$ cat src/rtl/serial_pkg.sv
// Shared constants for the bit-serial adder slice.
// State encoding and default operand width.
package serial_pkg;

  localparam logic [1:0] S_IDLE  = 2'd0;
  localparam logic [1:0] S_SHIFT = 2'd1;
  localparam logic [1:0] S_DONE  = 2'd2;

  localparam int DEF_WIDTH = 8;

endpackage

$ cat src/rtl/datapath_adder.sv
// 1-bit full-adder cell, purely combinational.
// Used by the serial adder as its per-bit datapath.
module datapath_adder (
  input  logic a,
  input  logic b,
  input  logic cin,
  output logic s,
  output logic cout
);

  assign s    = a ^ b ^ cin;
  assign cout = (a & b) | (cin & (a ^ b));

endmodule

$ cat src/rtl/serial_adder_unit.sv
// Bit-serial WIDTH-bit adder, LSB first, one bit per clock.
// Operands captured on start; done pulses for one cycle with the result.
module serial_adder_unit
  import serial_pkg::*;
#(
  parameter int WIDTH = DEF_WIDTH
) (
  input  logic             clk,
  input  logic             rst_n,
  input  logic             start,
  input  logic [WIDTH-1:0] a_in,
  input  logic [WIDTH-1:0] b_in,
  input  logic             cin,
  output logic             busy,
  output logic             done,
  output logic [WIDTH-1:0] sum,
  output logic             cout
);

  localparam int CW = $clog2(WIDTH);
  localparam logic [CW-1:0] LAST = CW'(WIDTH - 1);

  logic [1:0]       state;
  logic [WIDTH-1:0] a_sh;
  logic [WIDTH-1:0] b_sh;
  logic             carry;
  logic [CW-1:0]    cnt;
  logic             s_bit;
  logic             c_bit;
  logic             accept;

  datapath_adder u_cell (
    .a    (a_sh[0]),
    .b    (b_sh[0]),
    .cin  (carry),
    .s    (s_bit),
    .cout (c_bit)
  );

  assign accept = start &
                  ((state == S_IDLE) | (state == S_DONE));

  assign busy = (state == S_SHIFT);
  assign done = (state == S_DONE);

  always_ff @(posedge clk or negedge rst_n) begin
    if (!rst_n) begin
      state <= S_IDLE;
      a_sh  <= '0;
      b_sh  <= '0;
      carry <= 1'b0;
      cnt   <= '0;
      sum   <= '0;
      cout  <= 1'b0;
    end else begin
      unique case (1'b1)
        accept: begin
          a_sh  <= a_in;
          b_sh  <= b_in;
          carry <= cin;
          cnt   <= '0;
          sum   <= '0;
          state <= S_SHIFT;
        end
        busy: begin
          a_sh  <= a_sh >> 1;
          b_sh  <= b_sh >> 1;
          sum   <= {s_bit, sum[WIDTH-1:1]};
          carry <= c_bit;
          // counter parks at zero so it never passes WIDTH-1
          if (cnt == LAST) begin
            cnt   <= '0;
            cout  <= c_bit;
            state <= S_DONE;
          end else begin
            cnt <= cnt + 1'b1;
          end
        end
        default: begin
          state <= S_IDLE;
        end
      endcase
    end
  end

endmodule

$ cat config.mk
export PLATFORM = sky130hd
export DESIGN_NAME = serial_adder_unit
export DESIGN_NICKNAME = d
export VERILOG_FILES = /design/src/rtl/serial_pkg.sv /design/src/rtl/datapath_adder.sv /design/src/rtl/serial_adder_unit.sv
export SDC_FILE = /design/constraint.sdc
export NUM_CORES = 1
export LEC_CHECK = 0
export BUFFER_PORTS_ARGS = -buffer_cell sky130_fd_sc_hd__buf_2
export CORE_MARGIN = 2
export CORE_UTILIZATION = 30
export DETAILED_ROUTE_END_ITERATION = 10
export GPL_ROUTABILITY_DRIVEN = 0
export PLACE_DENSITY = 0.6
export SLEW_MARGIN = 20
export SYNTH_ARGS = -nofsm -noshare
export SYNTH_HDL_FRONTEND = slang
export SYNTH_HIERARCHICAL = 1
export SYNTH_SLANG_ARGS = --single-unit
$ cat constraint.sdc
create_clock -name clk -period 1.4 [get_ports clk]
set_input_delay 0.14 -clock clk [delete_from_list [all_inputs] [get_ports clk]]
set_output_delay 0.14 -clock clk [all_outputs]
set_load 0.02 [all_outputs]
; After elaboration in Yosys (flattened, before gate mapping)
; Index checks and enable logic that the tools add are counted.
[op_classes]
n_bitwise = 7
n_addsub = 1
n_eq_ne = 4
multipliers = 0
reduce_logical = 3
magnitude_cmp = 0
n_shift = 0
n_mux = 8
n_div = 0
[op_table]
columns = op, n
row1 = one-hot mux 8 bit (2 select lines), 3
row2 = one-hot mux 3 bit (2 select lines), 1
row3 = one-hot mux 2 bit (2 select lines), 1
row4 = "adder 3 x 1 -> 3 bit, second input constant", 1
row5 = AND 1 bit, 3
row6 = "equality test 3 bit, second input constant", 1
row7 = two-way mux 3 bit, 1
row8 = "equality test 2 x 1 -> 1 bit, second input constant", 1
row9 = "equality test 2 bit, second input constant", 1
row10 = zero test 2 bit, 1
row11 = two-way mux 2 bit, 1
row12 = "inequality test 2 x 1 -> 1 bit, second input constant", 1
row13 = bitwise OR 1 bit, 2
row14 = one-hot mux 1 bit (2 select lines), 1
row15 = AND reduction 2 bit, 1
row16 = nonzero test 2 bit, 1
row17 = bitwise XOR 1 bit, 2
[word_totals]
mem_bits_rw = 0
romBits = 0
memories = 0
latch_bits = 0
regBits = 31

; Longest topological paths before layout
; Gate-level depths: netlist of run 1.
[logic_depth]
depth_word = 4
ltp_mapped = 5
ltp_nobuf = 4

; Modules after synthesis
; Netlist of run 1, hierarchy kept.
[by_module_without_submodules]
columns = mod, instances, seq_area_each_um2, area_per_inst_um2, cells_per_inst
row1 = serial_adder_unit, 1, 775.7, 1516.5, 131
row2 = datapath_adder, 1, 0.0, 20.0, 1

; Least setup slack after synthesis of run 1
; OpenSTA, ideal clock, no wires.
[synth_timing]
path_type = register to register
startpoint = reg cnt[0]
endpoint = reg cnt[2]
path_slack_ps = 50
t_required_ps = 1279
arrival_time_ps = 1229
stages_incl_launch_ff = 5
period_less_slack_ps = 1350
path_cell_list = dfrtp_1 ha_1 ha_1 mux2_2 a22o_1
[synth_via]
elab_chain_len = 3
word_cells_on_any_way = 4
classes_between = add/sub (1) / eq/ne (1) / mux (2)
[synth_lines]
columns = element, line
row1 = start: declaration, serial_adder_unit.sv:27  ; logic [CW-1:0] cnt;
row2 = start signal: assignment, serial_adder_unit.sv:76  ; cnt <= cnt + 1'b1;
row3 = adder 3 x 1 -> 3 bit / equality test 3 bit (equally long branches), "serial_adder_unit.sv:76, serial_adder_unit.sv:71"
row4 = two-way mux 3 bit (*), serial_adder_unit.sv:71  ; if (cnt == LAST) begin
row5 = one-hot mux 3 bit (2 select lines) (*), serial_adder_unit.sv:56  ; unique case (1'b1)
; Every way passes the cells marked *; elsewhere a longest branch is shown, timed or not.
; A chain may end at the register's enable or synchronous reset.

; Final worst setup path of run 1
[layout_timing]
startpoint = reg state[0]
endpoint = out done
[layout_via]
elab_chain_len = 1
[layout_lines]
columns = element, line
row1 = start: declaration, serial_adder_unit.sv:23  ; logic [1:0] state;
row2 = start signal: assignment, serial_adder_unit.sv:48  ; state <= S_IDLE;
row3 = start signal: assignment, serial_adder_unit.sv:63  ; state <= S_SHIFT;
row4 = start signal: assignment, serial_adder_unit.sv:74  ; state <= S_DONE;
row5 = equality test 2 bit, serial_adder_unit.sv:44  ; assign done = (state == S_DONE);
row6 = end: declaration, serial_adder_unit.sv:15  ; output logic done,
; No other way between the ends.

==> results of run 1 <==
where the power goes:
group	switching, uW	total (uW)	internal (uW)	leakage (uW)
logic	811	1610	795	0.000409
registers	320	1630	1310	0.000379
clock network	339	788	449	0.0000515
layout make-up:
class / count / area [um2]
Inverter: 3 / 13.8
Fill cell: 532 / 3090
Clock buffer: 8 / 100
Tap cell: 70 / 87.6
Timing Repair Buffer: 40 / 246
Sequential cell: 31 / 776
Multi-Input combinational cell: 88 / 698
layer usage:
layer	up-vias	GRT usage	share of wire
met5	-	0	0
met4	0	0.0234	0.0032
met3	2	0.0384	0.061
met2	34	0.170	0.41
met1	548	0.184	0.52
li1	555	-	-
kinds of logic after synthesis:
family,Yosys count,share of synthesized area
AOI/OAI and AO/OA,45,0.198
DFF,31,0.505
and+or+nand+nor,22,0.0953
muxes,18,0.122
buffers and inverters,13,0.0505
adders and majority gates,3,0.0293
tightest hold or removal path, cell delays in order:
cell	delay [ps]
buf_2	70
a211oi_1	50
a21oi_1	100
Yosys cell counts, drive strengths merged:
master / n / area share
mux2: 3 / 0.024
inv: 3 / 0.0090
clkbuf: 4 / 0.0098
o21ai: 3 / 0.0098
a22o: 9 / 0.051
nor2: 1 / 0.0024
and2: 2 / 0.011
a211oi: 13 / 0.064
buf: 6 / 0.032
o31ai: 1 / 0.0049
nand2: 1 / 0.0024
nand2b: 2 / 0.013
ha: 2 / 0.016
nor2b: 14 / 0.057
o2bb2ai: 2 / 0.011
mux2i: 15 / 0.098
fa: 1 / 0.013
or2: 1 / 0.0041
o22ai: 2 / 0.0081
a21oi: 15 / 0.049
nand3b: 1 / 0.0049
dfrtp: 31 / 0.50
what timing repair did:
action | 4_1_cts | 5_1_grt
endpoints found under the setup margin | 0 | 3
resized for setup | 0 | 4
hold buffers | 1 | 0
hold endpoints to repair | 15 | 0
metrics by stage:
step / cell area (um2) / util
after detailed placement: 1790 / 0.357
after global placement: 1790 / 0.357
final: 1920 / 0.384
after floorplan: 1540 / -
after CTS: 1900 / 0.379
after global routing: 1920 / 0.384
worst max path at each step:
stage | cells after the start | slack, ps | to
after floorplan | 4 | 50 | cnt[2]$_DFFE_PN0N_
after global placement | 4 | 30 | cnt[2]$_DFFE_PN0N_
after detailed placement | 4 | 10 | cnt[2]$_DFFE_PN0N_
after CTS | 4 | 10 | cnt[2]$_DFFE_PN0N_
after global routing | 3 | 0.4 | done
final | 3 | 50 | done
flip-flops by register name, summed over array words and instances, names as in the netlist:
name,cells
a_sh,8
b_sh,8
sum,8
cnt,3
state,2
carry,1
cout,1
placed cells by master (no fill, tap or decap):
cell / instances
dfrtp_1: 31
buf_2: 29
mux2i_1: 15
a21oi_1: 15
nor2b_1: 14
a211oi_1: 13
a22o_1: 9
buf_4: 8
clkbuf_8: 7
o21ai_0: 3
and2_4: 2
mux2_2: 2
o2bb2ai_1: 2
inv_1: 2
o22ai_1: 2
nand2b_4: 1
inv_4: 1
nor2_1: 1
o31ai_1: 1
or2_1: 1
nand2b_1: 1
mux2_4: 1
nand3b_1: 1
nand2_1: 1
ha_2: 1
ha_4: 1
clkbuf_1: 1
dlygate4sd3_1: 1
buf_6: 1
buf_12: 1
fa_1: 1
==> results.sh, run 1 <==
export IMPL_status="complete, no violations"
export IMPL_hpwl_mm=2.22
export IMPL_antenna_found_initial=0
export IMPL_max_stage_delay_ps=450
export IMPL_final_max_slew_violation_count=0
export IMPL_crit_path_top_delay_cell="dfrtp_1"
export IMPL_grtUsageTotal=0.121
export IMPL_cts_setup_buffers=0
export IMPL_arrival_ps=1210
export IMPL_core_um2=5010
export IMPL_drt_iter0_markers=30
export IMPL_antenna_cells=0
export IMPL_drc=0
export IMPL_netlist_area_um2=1540
export IMPL_rsz0062_at_grt="no"
export IMPL_crit_buf_inv=2
export IMPL_setup_viol=0
export IMPL_drive_above_1_share=0.324
export IMPL_rows=26
export IMPL_hold_path_end="a_sh[6]$_DFFE_PN0N_"
export IMPL_syn_area_per_cell_um2=11.6
export IMPL_cts_made_buffers=5
export IMPL_regToRegEndpoint="sum[4]$_DFFE_PN0N_"
export IMPL_hold_class="primary input to flip-flop"
export IMPL_cts_root_buf="clkbuf_8"
export IMPL_dieHeight_um=75.6
export IMPL_io_pins=31
export IMPL_start_util=0.307
export IMPL_cp_top_family="flip-flops"
export IMPL_fin_nets=192
export IMPL_ys_ff_latch=31
export IMPL_syn2layout_area_growth_pct=25.1
export IMPL_r2r_start="state[0]$_DFFE_PN0P_"
export IMPL_grt_pass1_vias=1097
export IMPL_crit_type="flip-flop to primary output"
export IMPL_grt_pass1_wl_mm=5.25
export IMPL_fp_dieW_um=75.6
export IMPL_final_cells=240
export IMPL_synth_warnings=6
export IMPL_via_count=1139
export IMPL_cts_htree_levels=2
export IMPL_worstHoldStart="a_in[6]"
export IMPL_crit_path_start="state[0]$_DFFE_PN0P_"
export IMPL_portBuffers=30
export IMPL_critical_path_max_fanout=21
export IMPL_cts_tree="done"
export IMPL_synth_distinct_cells=26
export IMPL_via_per_inst=4.75
export IMPL_dp_cells=231
export IMPL_drt_first_pass_iters=4
export IMPL_slew_headroom=0.741
export IMPL_insertion_delay_ps=280
export IMPL_syn_instance_count=132
export IMPL_drt_wirelength_per_cell_um=13.0
export IMPL_final_hold_viol_count=0
export IMPL_cts_sinks=31
export IMPL_layout_setup_ws_ps=51.3
export IMPL_wl_mm=3.13
export IMPL_rr_worst_depth=3
export IMPL_finalSetupTns_ps=0
export IMPL_p_leak_uw=0.000840
export IMPL_cp_required_ps=1260
export IMPL_syn_nets=155
export IMPL_clockBufferDepth=2
export IMPL_finalClockSkew_ps=6.94
export IMPL_finalCriticalPeriod_ps=1350
export IMPL_antenna_left=0
export IMPL_path_clk_slew_ps=70
export IMPL_critPathCaptureType="primary output"
export IMPL_dp_slack_ps=12.9
export IMPL_path_cells="buf_6 -> nor2b_1 -> buf_2"
export IMPL_min_period_over_period=0.963
export IMPL_max_slew_worst_pin_slew_ps=389
export IMPL_hold_depth=3
export IMPL_overflow=0
export IMPL_power_density_nw_per_um2=2090
export IMPL_p_total_uw=4020
export IMPL_dieArea_um2=5710
export IMPL_peakVddDrop_uv=754
export IMPL_fmax_ghz=0.741
export IMPL_start_kind="flip-flop"
export IMPL_cap_violations=0
export IMPL_yosysSeqAreaShare=0.505
export IMPL_grt_max_degree=22
export IMPL_hold_ws_ps=126
export IMPL_r2r_slack_ps=60
(Power assumes the default switching activity.)
==> inputs of run 2 (changes only) <==
--- a/config.mk
+++ b/config.mk
@@ -10,7 +10,7 @@
 export CORE_UTILIZATION = 30
 export DETAILED_ROUTE_END_ITERATION = 10
 export GPL_ROUTABILITY_DRIVEN = 0
-export PLACE_DENSITY = 0.6
+export PLACE_DENSITY = 0.58
 export SLEW_MARGIN = 20
 export SYNTH_ARGS = -nofsm -noshare
 export SYNTH_HDL_FRONTEND = slang
==> constraint.sdc (replaced) <==
create_clock -name clk -period 1.32 [get_ports clk]
set_input_delay 0.132 -clock clk [delete_from_list [all_inputs] [get_ports clk]]
set_output_delay 0.132 -clock clk [all_outputs]
set_load 0.02 [all_outputs]
==> run 2 against run 1 <==
Net effect: the flow now finishes with violations (negative setup slack); utilization increased by 2.6 points; critical path type is now flip-flop to flip-flop; cell area increased by 6.8%; clock power increased by 3.6%; sequential power increased by 6%; setup slack got worse by 92 ps; count of clock-buffer cells in the layout unchanged; flip-flop and latch count unchanged; sequential share of layout area decreased by 2.5 points; largest power group is now combinational cells; first-iteration DRC count increased by 83%.
==> results.sh, run 2 (same netlist as run 1, synthesis figures left out) <==
export IMPL_io_pins=31
export IMPL_antenna_found_initial=0
export IMPL_drt_wirelength_per_cell_um=13.6
export IMPL_drive_above_1_share=0.374
export IMPL_crit_type="flip-flop to flip-flop"
export IMPL_layout_commonest_cell="dfrtp_1"
export IMPL_violations="negative setup slack"
export IMPL_fp_dieW_um=75.6
export IMPL_core_um2=5010
export IMPL_placed_area_um2=1830
export IMPL_power_density_nw_per_um2=2240
export IMPL_p_int_uw=2940
export IMPL_antenna_left=0
export IMPL_p_seq_frac=0.376
export IMPL_clockBufferDepth=2
export IMPL_cp_top_family="adder cells"
export IMPL_min_period_over_period=1.03
export IMPL_arrival_ps=1530
export IMPL_wl_mm=3.39
export IMPL_start_util=0.307
export IMPL_drc=0
export IMPL_layout_setup_ws_ps=-40.3
export IMPL_p_leak_uw=0.000901
export IMPL_cp_required_ps=1490
export IMPL_combPwrFrac=0.446
export IMPL_hold_class="primary input to flip-flop"
export IMPL_fmax_ghz=0.735
export IMPL_cts_root_buf="clkbuf_8"
export IMPL_max_slew_worst_pin_slew_ps=380
export IMPL_max_stage_delay_ps=390
export IMPL_final_area_um2=2050
export IMPL_rsz0062_at_grt="yes"
export IMPL_fin_nets=201
export IMPL_cts_tree="done"
export IMPL_grt_max_degree=30
export IMPL_grtUsageTotal=0.133
export IMPL_use_met1=0.169
export IMPL_p_total_uw=4590
export IMPL_overflow=0
export IMPL_status="finished, violations left"
export IMPL_path_clk_slew_ps=60
export IMPL_cts_sinks=31
export IMPL_clkPwrFrac=0.178
export IMPL_dp_slack_ps=-64.4
export IMPL_finalClockSkew_ps=3.02
export IMPL_start_kind="flip-flop"
export IMPL_gr_usage_met3=0.0476
export IMPL_final_cells=249
export IMPL_peakVddDrop_uv=1020
export IMPL_rows=26
export IMPL_drt_first_pass_iters=4
export IMPL_p_sw_uw=1660
export IMPL_use_met2=0.206
export IMPL_cts_htree_levels=2
export IMPL_antenna_cells=0
export IMPL_slew_headroom=0.747
export IMPL_grt_pass1_wl_mm=5.57
export IMPL_dieHeight_um=75.6
export IMPL_critical_path_max_fanout=2
export IMPL_final_hold_viol_count=0
export IMPL_path_cells="ha_2 -> ha_4 -> mux2_4 -> a22o_1"
export IMPL_largestRegisters="a_sh x8, b_sh x8, sum x8"
export IMPL_via_per_inst=4.78
export IMPL_portBuffers=30
export IMPL_dp_cells=234
export IMPL_r2r_slack_ps=-40
export IMPL_p_sw_frac=0.361
export IMPL_via_count=1189
export IMPL_final_max_slew_violation_count=0
export IMPL_finalCriticalPeriod_ps=1360
export IMPL_grt_pass1_vias=1212
export IMPL_crit_path_top_delay_cell="dfrtp_1"
export IMPL_critPathCaptureType="flip-flop"
export IMPL_cap_violations=0
export IMPL_grt_busiest_layer="met2"
export IMPL_final_util=0.410
export IMPL_setup_viol=1
export IMPL_insertion_delay_ps=280
export IMPL_syn2layout_area_growth_pct=33.6
export IMPL_crit_buf_inv=0
export IMPL_cts_made_buffers=5
export IMPL_drt_iter0_markers=55
export IMPL_final_cell_mix="dfrtp_1 (30), buf_2 (28), mux2i_1 (15), a21oi_1 (15)"
export IMPL_dieArea_um2=5710
[run 2: power by group through the flow]
stage	Combinational [uW]	Clock, uW	Sequential [uW]
after global routing	2230	904	1790
after global placement	1700	0	1700
after floorplan	1190	0	1780
after CTS	1940	843	1730
final	2050	816	1730
after detailed placement	1790	0	1730
[run 2: worst paths after layout]
check                                   startpoint                   end  depth (start not counted)
worst max-delay path            cnt[0]$_DFFE_PN0N_    cnt[2]$_DFFE_PN0N_                          4
worst min-delay path                       b_in[5]   b_sh[5]$_DFFE_PN0N_                          3
worst max register to register  cnt[0]$_DFFE_PN0N_    cnt[2]$_DFFE_PN0N_                          4
worst min register to register  cnt[1]$_DFFE_PN0N_    cnt[1]$_DFFE_PN0N_                          2
max in group asynchronous                    rst_n  state[0]$_DFFE_PN0P_                          3
min in group asynchronous                    rst_n    sum[0]$_DFFE_PN0N_                          2
[run 2: what timing repair did]
action | in CTS | in global routing
hold buffers | 1 | 0
gates resized for setup | 12 | 5
pin swaps | 1 | 1
buffers inserted | 2 | 4
endpoints found under the hold margin | 15 | 0
endpoints found under the setup margin | 3 | 10
[run 2: tightest hold or removal path, cell delays in order]
cell and delay (ps):
buf_2 80, a211oi_1 50, a21oi_1 100
[run 2: per-layer routing]
metal | vias to the layer above | wire length [um]
li1 | 579 | -
met1 | 572 | 1630
met2 | 34 | 1540
met3 | 4 | 193
met4 | 0 | 25
met5 | - | 0
[run 2: through the flow]
| step | TNS (ps) | hold slack [ps] |
|---|---|---|
| 2_1_floorplan | -0.364 | -164 |
| 3_3_place_gp | -4.27 | 64.2 |
| 3_5_place_dp | -64.4 | 76.9 |
| 4_1_cts | -38.9 | 118 |
| 5_1_grt | -150 | 127 |
| 6_report | -40.3 | 123 |
[run 2: final cells by class]
type / count / area (um2)
Tap cell: 70 / 87.6
Timing Repair Buffer: 49 / 359
Inverter: 3 / 16.3
Fill cell: 510 / 2960
Multi-Input combinational cell: 88 / 712
Sequential cell: 31 / 777
Clock buffer: 8 / 100
